**src/rtl/tl_mst_burst.sv**
```systemverilog
//==============================================================================
// tl_mst_burst
//------------------------------------------------------------------------------
// TileLink-UH initiator. It turns a simple command / write-stream / read-stream
// interface into PutFullData and Get transactions, including multi-beat bursts
// on the 128-bit A and D channels, and collects the AccessAck / AccessAckData
// responses. It sits between cache or DMA logic and a memory-side TileLink
// slave such as tl_mem.
//
// Ports
//   clk, rst_n                 clock, synchronous active-low reset
//   cmd_valid/ready            command handshake (ready only while idle)
//   cmd_wr                     1 = PutFullData, 0 = Get
//   cmd_addr, cmd_size         base address, log2 of the transfer size in bytes
//   wdata_valid/ready, wdata   write beat stream (passed straight to channel A)
//   rdata_valid/ready, rdata,
//   rdata_last                 read beat stream (passed straight from channel D)
//   resp_valid, resp_err       one-cycle completion pulse and its error flag
//   tlmst_a_*                  TileLink channel A (request) outputs, a_ready in
//   tlmst_d_*                  TileLink channel D (response) inputs, d_ready out
//==============================================================================
module tl_mst_burst #(
    parameter int         DW       = 128,
    parameter int         AW       = 32,
    parameter logic [2:0] SRC_ID   = 3'd0,
    parameter int         MAX_SIZE = 6
) (
    input  logic            clk,
    input  logic            rst_n,

    input  logic            cmd_valid,
    output logic            cmd_ready,
    input  logic            cmd_wr,
    input  logic [AW-1:0]   cmd_addr,
    input  logic [7:0]      cmd_size,

    input  logic            wdata_valid,
    input  logic [DW-1:0]   wdata,
    output logic            wdata_ready,

    output logic            rdata_valid,
    output logic [DW-1:0]   rdata,
    output logic            rdata_last,
    input  logic            rdata_ready,

    output logic            resp_valid,
    output logic            resp_err,

    output logic [2:0]      tlmst_a_opcode,
    output logic [2:0]      tlmst_a_param,
    output logic [7:0]      tlmst_a_size,
    output logic [2:0]      tlmst_a_source,
    output logic [AW-1:0]   tlmst_a_address,
    output logic [15:0]     tlmst_a_mask,
    output logic [DW-1:0]   tlmst_a_data,
    output logic            tlmst_a_corrupt,
    output logic            tlmst_a_valid,
    input  logic            tlmst_a_ready,

    input  logic [2:0]      tlmst_d_opcode,
    input  logic [1:0]      tlmst_d_param,
    input  logic [7:0]      tlmst_d_size,
    input  logic [2:0]      tlmst_d_source,
    input  logic [2:0]      tlmst_d_sink,
    input  logic            tlmst_d_denied,
    input  logic [DW-1:0]   tlmst_d_data,
    input  logic            tlmst_d_corrupt,
    input  logic            tlmst_d_valid,
    output logic            tlmst_d_ready
);

    // TileLink opcodes used by this initiator
    localparam logic [2:0] OP_PUT_FULL  = 3'd0;
    localparam logic [2:0] OP_GET       = 3'd4;
    localparam logic [2:0] OP_ACK       = 3'd0;
    localparam logic [2:0] OP_ACK_DATA  = 3'd1;

    typedef enum logic [2:0] {
        IDLE,
        PUT,
        GET_REQ,
        GET_DATA,
        DONE
    } state_t;

    state_t          state_q, state_d;
    logic [AW-1:0]   addr_q, addr_d;
    logic [7:0]      size_q, size_d;
    logic [7:0]      cnt_q, cnt_d;
    logic            ack_seen_q, ack_seen_d;
    logic            err_q, err_d;

    logic [7:0]      beats;
    logic [15:0]     byteMask;
    logic [15:0]     mask;
    logic            illegalSize;
    logic            moreToSend;
    logic            aFire;
    logic [7:0]      sentNow;
    logic            dBeatErr;
    logic            lastBeat;

    // The D-channel routing fields carry nothing this single-source initiator
    // needs; they are folded here so the ports stay connected.
    logic            unusedD;
    assign unusedD = ^{tlmst_d_param, tlmst_d_size, tlmst_d_source, tlmst_d_sink};

    // Fields of channel A that never change for this initiator
    assign tlmst_a_param   = 3'd0;
    assign tlmst_a_corrupt = 1'b0;
    assign tlmst_a_source  = SRC_ID;

    // Number of 16-byte beats in the latched transfer. Sizes of 16 bytes or
    // less always take a single (partially masked) beat. Only legal sizes
    // ever reach the states that use this, so the shift stays small.
    always_comb begin
        if (size_q <= 8'd4) begin
            beats = 8'd1;
        end else begin
            beats = 8'd1 << (size_q - 8'd4);
        end
    end

    // Byte-lane mask: full beat for 16 bytes and up, otherwise 2^size lanes
    // starting at the byte offset inside the beat.
    always_comb begin
        case (size_q[1:0])
            2'd0:    byteMask = 16'h0001;
            2'd1:    byteMask = 16'h0003;
            2'd2:    byteMask = 16'h000F;
            default: byteMask = 16'h00FF;
        endcase
        if (size_q >= 8'd4) begin
            mask = 16'hFFFF;
        end else begin
            mask = byteMask << addr_q[3:0];
        end
    end

    assign illegalSize = (cmd_size > 8'(MAX_SIZE));

    // A D beat is bad if the slave flags it, or if it is not the response
    // opcode expected for the transaction in flight.
    always_comb begin
        dBeatErr = tlmst_d_denied | tlmst_d_corrupt;
        if (state_q == PUT) begin
            dBeatErr = dBeatErr | (tlmst_d_opcode != OP_ACK);
        end else if (state_q == GET_DATA) begin
            dBeatErr = dBeatErr | (tlmst_d_opcode != OP_ACK_DATA);
        end
    end

    // Write-side beat accounting. Once every beat of a Put is out, the write
    // stream is no longer offered to channel A even if wdata_valid stays high.
    assign moreToSend = (cnt_q < beats);
    assign aFire      = tlmst_a_valid & tlmst_a_ready;
    assign sentNow    = cnt_q + {7'd0, aFire};
    assign lastBeat   = (cnt_q == (beats - 8'd1));

    // State register and transaction context
    always_ff @(posedge clk) begin
        if (!rst_n) begin
            state_q    <= IDLE;
            addr_q     <= '0;
            size_q     <= '0;
            cnt_q      <= '0;
            ack_seen_q <= 1'b0;
            err_q      <= 1'b0;
        end else begin
            state_q    <= state_d;
            addr_q     <= addr_d;
            size_q     <= size_d;
            cnt_q      <= cnt_d;
            ack_seen_q <= ack_seen_d;
            err_q      <= err_d;
        end
    end

    // Next-state and output decode. Channel A address/size/mask are driven
    // from the latched command for every beat of the transaction.
    always_comb begin
        state_d         = state_q;
        addr_d          = addr_q;
        size_d          = size_q;
        cnt_d           = cnt_q;
        ack_seen_d      = ack_seen_q;
        err_d           = err_q;

        cmd_ready       = 1'b0;
        wdata_ready     = 1'b0;
        rdata_valid     = 1'b0;
        rdata           = '0;
        rdata_last      = 1'b0;
        resp_valid      = 1'b0;
        resp_err        = 1'b0;
        tlmst_a_opcode  = OP_PUT_FULL;
        tlmst_a_size    = size_q;
        tlmst_a_address = addr_q;
        tlmst_a_mask    = mask;
        tlmst_a_data    = '0;
        tlmst_a_valid   = 1'b0;
        tlmst_d_ready   = 1'b1;

        case (state_q)
            // Stray D beats are swallowed here so a misbehaving slave cannot
            // stall the channel.
            IDLE: begin
                cmd_ready = 1'b1;
                if (cmd_valid) begin
                    addr_d     = cmd_addr;
                    size_d     = cmd_size;
                    cnt_d      = '0;
                    ack_seen_d = 1'b0;
                    err_d      = illegalSize;
                    if (illegalSize) begin
                        state_d = DONE;
                    end else if (cmd_wr) begin
                        state_d = PUT;
                    end else begin
                        state_d = GET_REQ;
                    end
                end
            end

            // The slave may acknowledge before the last data beat has gone
            // out, so the ack is remembered and completion waits for both.
            PUT: begin
                tlmst_a_opcode = OP_PUT_FULL;
                tlmst_a_valid  = wdata_valid & moreToSend;
                wdata_ready    = tlmst_a_ready & moreToSend;
                tlmst_a_data   = wdata;
                if (aFire) begin
                    cnt_d = sentNow;
                end
                if (tlmst_d_valid) begin
                    ack_seen_d = 1'b1;
                    err_d      = err_q | dBeatErr;
                end
                if ((sentNow == beats) && (ack_seen_q || tlmst_d_valid)) begin
                    state_d = DONE;
                end
            end

            GET_REQ: begin
                tlmst_a_opcode = OP_GET;
                tlmst_a_valid  = 1'b1;
                if (tlmst_a_ready) begin
                    state_d = GET_DATA;
                end
            end

            // Read beats flow straight through; backpressure from the read
            // sink is handed directly to the slave.
            GET_DATA: begin
                rdata_valid   = tlmst_d_valid;
                rdata         = tlmst_d_data;
                rdata_last    = lastBeat;
                tlmst_d_ready = rdata_ready;
                if (tlmst_d_valid && rdata_ready) begin
                    cnt_d = cnt_q + 8'd1;
                    err_d = err_q | dBeatErr;
                    if (lastBeat) begin
                        state_d = DONE;
                    end
                end
            end

            DONE: begin
                resp_valid = 1'b1;
                resp_err   = err_q;
                state_d    = IDLE;
            end

            default: begin
                state_d = IDLE;
            end
        endcase
    end

endmodule

```
**config.mk**
```make
export PLATFORM = sky130hd
export DESIGN_NAME = tl_mst_burst
export DESIGN_NICKNAME = d
export VERILOG_FILES = /design/src/rtl/tl_mst_burst.sv
export SDC_FILE = /design/constraint.sdc
export NUM_CORES = 1
export LEC_CHECK = 0
export CORE_AREA = 2 2 256 258
export DETAILED_ROUTE_END_ITERATION = 16
export DIE_AREA = 0 0 258 260
export PLACE_DENSITY_LB_ADDON = 0.1
export SLEW_MARGIN = 40
export SYNTH_ARGS = -nofsm -noshare
export SYNTH_HDL_FRONTEND = slang
export SYNTH_SLANG_ARGS = --single-unit
```
**constraint.sdc**
```tcl
create_clock -name clk -period 5.5 [get_ports clk]
set_clock_uncertainty 0.2 [all_clocks]
set_input_delay 1.375 -clock clk [delete_from_list [all_inputs] [get_ports clk]]
set_output_delay 1.375 -clock clk [all_outputs]
set_load 0.1 [all_outputs]
```
-- Word-level counts from Yosys, hierarchy flattened
Index checks and enable logic that the tools add are counted.
- output and inout bits: 330
- input bits: 325
- flip-flop bits (word level): 53
- shifts and indexed selects: 2
- magnitude comparators: 4
- bitwise logic cells: 7
- eq/ne operators: 16
- add/sub/neg operators: 4
- muxes and demuxes: 35
- reductions and logical operators: 13
- operator list (cell ; count):
    $mux W128 ; 2
    $pmux W8 S3 ; 2
    $mux W8 ; 4
    $mux W3 ; 7
    $eq A8 B8 Y1 ; 2
    $mux W16 ; 1
    $shl A16 B4 Y16 ; 1
    $mux W1 ; 14
    $pmux W3 S4 ; 1
    $ne A2 B2 Y1 const B ; 5
    $add A8 B1 Y8 ; 1
    $add A8 B1 Y8 const B ; 1
    $ge A8 B3 Y1 const B ; 1
    $gt A8 B3 Y1 const B ; 1
    $le A8 B3 Y1 const B ; 1
    $lt A8 B8 Y1 ; 1
    $reduce_and A4 Y1 ; 2
    $shl A1 B8 Y8 const A ; 1
    $sub A8 B1 Y8 const B ; 1
    $sub A8 B3 Y8 const B ; 1
    $eq A3 B2 Y1 const B ; 2
    $reduce_bool A3 Y1 ; 2
    $reduce_and A5 Y1 ; 1
    $ne A2 B1 Y1 const B ; 2
    other kinds (17) ; 24

-- Depth between registers and ports, before layout
- word-level depth: 12
- gate-level depth with buffers: 26
- gate-level depth less buffers: 25

-- Worst setup path after synthesis
No wires, ideal clock.
- path type: flip-flop to flip-flop
- start: reg size_q[2] (netlist: tlmst_a_size[2])
- end: reg state_q[1]
- buffers on the path: 2
- data required time: 5.222 ns
- cell stages (with the launch flop): 26
- clock period less this slack: 6.643 ns
- data arrival time: 6.365 ns
- setup time: 0.078 ns
- slack: -1.143 ns
- cells stage by stage: dfxtp_1 buf_6 clkinv_1 ha_1 nor3b_1 mux2i_2 nor3_4 buf_6 nand3_1 ha_1 nor2b_1 o21a_1 o21a_1 o21ai_0 a211o_1 a21o_1 and2_1 ha_1 nand3_1 o21ai_0 nand2_1 o2111a_1 a2111oi_4 o221ai_2 or4_1 a31oi_1
- cells in the longest elaborated chain, start to end: 12
- elaborated cells between the ends (all ways): 16
- those cells by class: add/sub: 3; order compare: 2; eq/ne: 4; shift: 1; mux: 2; bitwise: 2; reduce/logical: 2
- ends and longest elaborated chain (element ; line ; text):
    start: declaration ; 88 ; logic [7:0] size_q, size_d;
    start signal: assignment ; 172 ; size_q <= size_d;
    $sub A8 B3 Y8 ; 120 ; beats = 8'd1 << (size_q - 8'd4);
    $shl A1 B8 Y8 ; 120 ;
    $mux W8 * ; 117 ; if (size_q <= 8'd4) begin
    $lt A8 B8 Y1 * ; 155 ; assign moreToSend = (cnt_q < beats);
    $and A1 B1 Y1 * ; 229 ; tlmst_a_valid = wdata_valid & moreToSend;
    $pmux W1 S2 * ; 204 ; case (state_q)
    net tlmst_a_valid ; 57 ; output logic tlmst_a_valid,
    $and A1 B1 Y1 * ; 156 ; assign aFire = tlmst_a_valid & tlmst_a_ready;
    $add A8 B1 Y8 * ; 157 ; assign sentNow = cnt_q + {7'd0, aFire};
    $eq A8 B8 Y1 * ; 239 ; if ((sentNow == beats) && (ack_seen_q || tlmst_d_valid)) begin
    $logic_and A1 B1 Y1 * ; 239 ;
    $ne A2 B1 Y1 (no line) * ; - ;
    $reduce_and A5 Y1 (no line) * ; - ;
    end signal: assignment ; 170 ; state_q <= state_d;
    end: declaration ; 86 ; state_t state_q, state_d;
The timed path passes the listed nets; every way through them passes the cells marked *.
A chain may end at the register's enable or synchronous reset.

-- Worst setup path in the final report
- start: reg size_q[2] (netlist: tlmst_a_size[2])
- end: reg state_q[1]
- cells in the longest elaborated chain, start to end: 12
- elaborated cells between the ends (all ways): 16
- those cells by class: add/sub: 3; order compare: 2; eq/ne: 4; shift: 1; mux: 2; bitwise: 2; reduce/logical: 2
- ends and longest elaborated chain (element ; line):
    $sub A8 B3 Y8 ; 120
    $shl A1 B8 Y8 ; 120
    $mux W8 * ; 117
    $lt A8 B8 Y1 ; 155
    $and A1 B1 Y1 ; 229
    $pmux W1 S2 ; 204
    $and A1 B1 Y1 ; 156
    $add A8 B1 Y8 ; 157
    $eq A8 B8 Y1 ; 239
    $logic_and A1 B1 Y1 ; 239
    $ne A2 B1 Y1 (no line) ; -
    $reduce_and A5 Y1 (no line) * ; -
Mark *: on every way between the ends. The rest lies on a longest branch, timed or not.

==> metrics.txt <==
status finished clean; CP Cell Sequence clkinv_2 > ha_1 > nor3b_4 > mux2i_4 > nor3_4 > nand3_1 > ha_1 > nor2b_1 > o21a_1 > o21a_1 > o21ai_0 > a211o_1 > a21o_2 > and2_1 > ha_2 > and4_1 > o21ai_0 > nand2_1 > o2111a_1 > a2111oi_4 > o221ai_2 > or4_1 > a31oi_1; crit start category register; RR Endpoint state_q[1]; Comb power frac 0.857; minimum clock period 5.16 ns; leakage 0.00596 µW; first-pass GRT wire length 67.8 mm; sequential fraction of the synthesis area 0.192; top-area cell type share of the netlist area 0.293; Area contributors post-synth and3_1, dfxtp_1, nand2_1, clkbuf_1, a21oi_1; # setup viols final 0; fin. max-slew vios 0; die height 260 µm; Mapped Cells 829; Fin. Hold Viols 0; Nets 1,736; predominant post-synthesis flop cell dfxtp_1; critical path fanouts, max 6; DP HPWL 43.2 mm; kind of end point of the critical path register; antenna violations before repair 26; Worst Path Arrival 5.20 ns; CTS root buf clkbuf_16; Hold Path End tlmst_a_address[12]; die width 258 µm; Least-Margin Pin Slew 0.724 ns; Routed WL 51.2 mm; Rel. slew slack 0.514; Clock transition at path regs 0.08 ns; Worst path max stage delay 0.52 ns; EDFF count, synth 0; CTS buffer count 5; P_int 1880 µW; max capacitance violation total 0; Sink Count 53; PortBufs 629; Die Footprint 67,100 µm²; Routed Antenna Nets 0; CP startpoint tlmst_a_size[2]; vias in the first global route 8,432; detailed-route vias per instance 3.75; core area 64,100 µm²; syn_area_per_cell 6.66 µm²; Placed Instances 2,243; cell row count 93; Psw 4830 µW; CP max-delay cell or4_1; pin count of the biggest net entering global routing 137; share of layout cells above drive strength 1 0.286; GRT Util Overall 0.142; grt total ovfl 0; CTS tree built; Max IR drop VDD 0.000406 V; H-Tree Depth 2; clock share of power 0.054; Sw Share 0.720; worst skew pair latency 0.31 ns; worst hold slack 0.253 ns; CP top delay family compound AO/OA/AOI/OAI gates; Pwr Density 553 nW/µm²; Placer Congestion 0.776; CTS max path bufs 2; Final Cycle Share 0.938; Hold/Removal Path Class register to register; final cell count without fillers 2,259; drt first pass iters 4; unrepaired setup endpoints after global routing false; synth warn 0; # IOs 655; Reg2Reg Setup Slack 0.34 ns; area leader, netlist and3_1; WL per Instance 22.7 µm; number of remaining DRC errors 0; crit path kind register to register; post-synthesis cell area 5520 µm²; Core Util, Final 0.189; f_max 194 MHz; Synth cell types 67; DR vias 8,475; Hold Startpoint tlmst_a_address[12]; 1st-iter DRT viols 477; Bufs and invs on worst path 1; R2R Path Start tlmst_a_size[2]; Worst Reg-to-Reg Cells 23; worst endpoint required time 5.54 ns; Yosys reg bits 53; Hold Crit Depth 2; Area Growth Syn to Fin 120%; Initial Utilization 0.0861; asr flop ratio synth 0; Flop pwr share 0.089
[sequential cells by signal (all words and copies together), names as in the netlist]
signal / flops
cnt_q: 8
tlmst_a_address: 32
state_q: 3
err_q: 1
ack_seen_q: 1
tlmst_a_size: 8
[placed cells by master, fill, tap and decap left out, drive strengths merged, types with 7 or more instances in the layout]
cell	count
a21oi	62
nand3	16
buf	350
a31oi	8
o21ai	26
nand2	116
and2	7
a31o	7
conb	9
clkdlybuf4s50	308
nor3	17
ha	14
inv	7
nor2	31
and3	258
dfxtp	53
nor2b	7
[power groups by stage]
stage          Sequential [µW]  Clock (µW)  Combinational [µW]
2_1_floorplan              947           0                3900
3_3_place_gp               607           0                5850
3_5_place_dp               609           0                5780
4_1_cts                    600         381                5790
5_1_grt                    621         391                6000
6_report                   597         362                5750
[final cells by class]
cell class / count / area [µm²]
antenna: 6 / 15.0
clock inverter: 2 / 17.5
fill: 7303 / 52000
inverter: 7 / 27.5
multi-input combinational: 672 / 4100
sequential: 53 / 1070
tap: 855 / 1070
timing repair buffer: 658 / 5710
clock buffer: 6 / 139
[metal layers]
metal / vias up / global-route usage / part of all wire
met5: - / 0 / 0.00098
met2: 295 / 0.298 / 0.59
met4: 8 / 0.0210 / 0.014
met3: 52 / 0.0305 / 0.055
li1: 4084 / - / -
met1: 4036 / 0.142 / 0.34
[per-stage QoR]
stage | setup WS, ns | TNS (ns) | total power [µW] | cell area, µm²
6_report | 0.341 | 0 | 6710 | 12100
5_1_grt | 0.0253 | 0 | 7020 | 12100
4_1_cts | 0.127 | 0 | 6770 | 12100
3_5_place_dp | 0.156 | 0 | 6390 | 11900
3_3_place_gp | 0.184 | 0 | 6460 | 12100
2_1_floorplan | -0.284 | -0.284 | 4850 | 5590
[how the worst max path moves through the flow]
stage,end,cells past startpoint,slack (ns)
3_5_place_dp,state_q[1],23,0.16
6_report,state_q[1],23,0.34
2_1_floorplan,state_q[1],24,-0.28
3_3_place_gp,state_q[1],23,0.18
5_1_grt,state_q[1],23,0.03
4_1_cts,state_q[1],23,0.13
[cell families (layout without fill, tap and decap cells)]
group,count (synthesis),after routing,synth area share
muxes,8,8,0.0156
DFF,53,53,0.192
adders and majority gates,14,14,0.0317
buffers and inverters,112,673,0.0850
xor gates and xnor gates,11,11,0.0175
other,1,15,0.000680
AOI/OAI and AO/OA,139,139,0.162
and+or+nand+nor,491,491,0.495
[worst min-delay path, cell delays in order, from the launching register on]
cell and delay [ns]:
dfxtp_1 0.31, nand2_1 0.05, a21oi_1 0.05
[cell usage after synthesis, types with 2 or more instances]
cell,number
a21o_1,2
a21oi_1,62
or3_1,2
a311o_1,2
o31a_1,2
o21ai_0,26
and3b_1,3
xor2_1,5
nor4_1,3
and3_1,258
mux2_2,2
nor3_1,16
dfxtp_1,53
o31ai_1,6
o211ai_1,3
nor3b_1,3
nand4_1,5
or2_2,6
ha_1,14
xnor2_1,6
a31oi_1,7
a31o_1,2
nor2_1,31
buf_1,3
nand2_1,115
o21a_1,4
buf_6,2
mux2i_1,5
a31o_2,5
nand2b_1,6
nor2b_1,7
nand3_1,16
or4_1,4
and2_1,6
clkbuf_1,91
a211o_1,2
buf_4,9
inv_1,6
[timing repair]
| action | 4_1_cts | 5_1_grt |
|---|---|---|
| setup endpoints to repair | 0 | 1 |
| hold buffers | 0 | 0 |
| resized for setup | 0 | 6 |
| buffers inserted | 0 | 1 |
(Power assumes the default switching activity.)
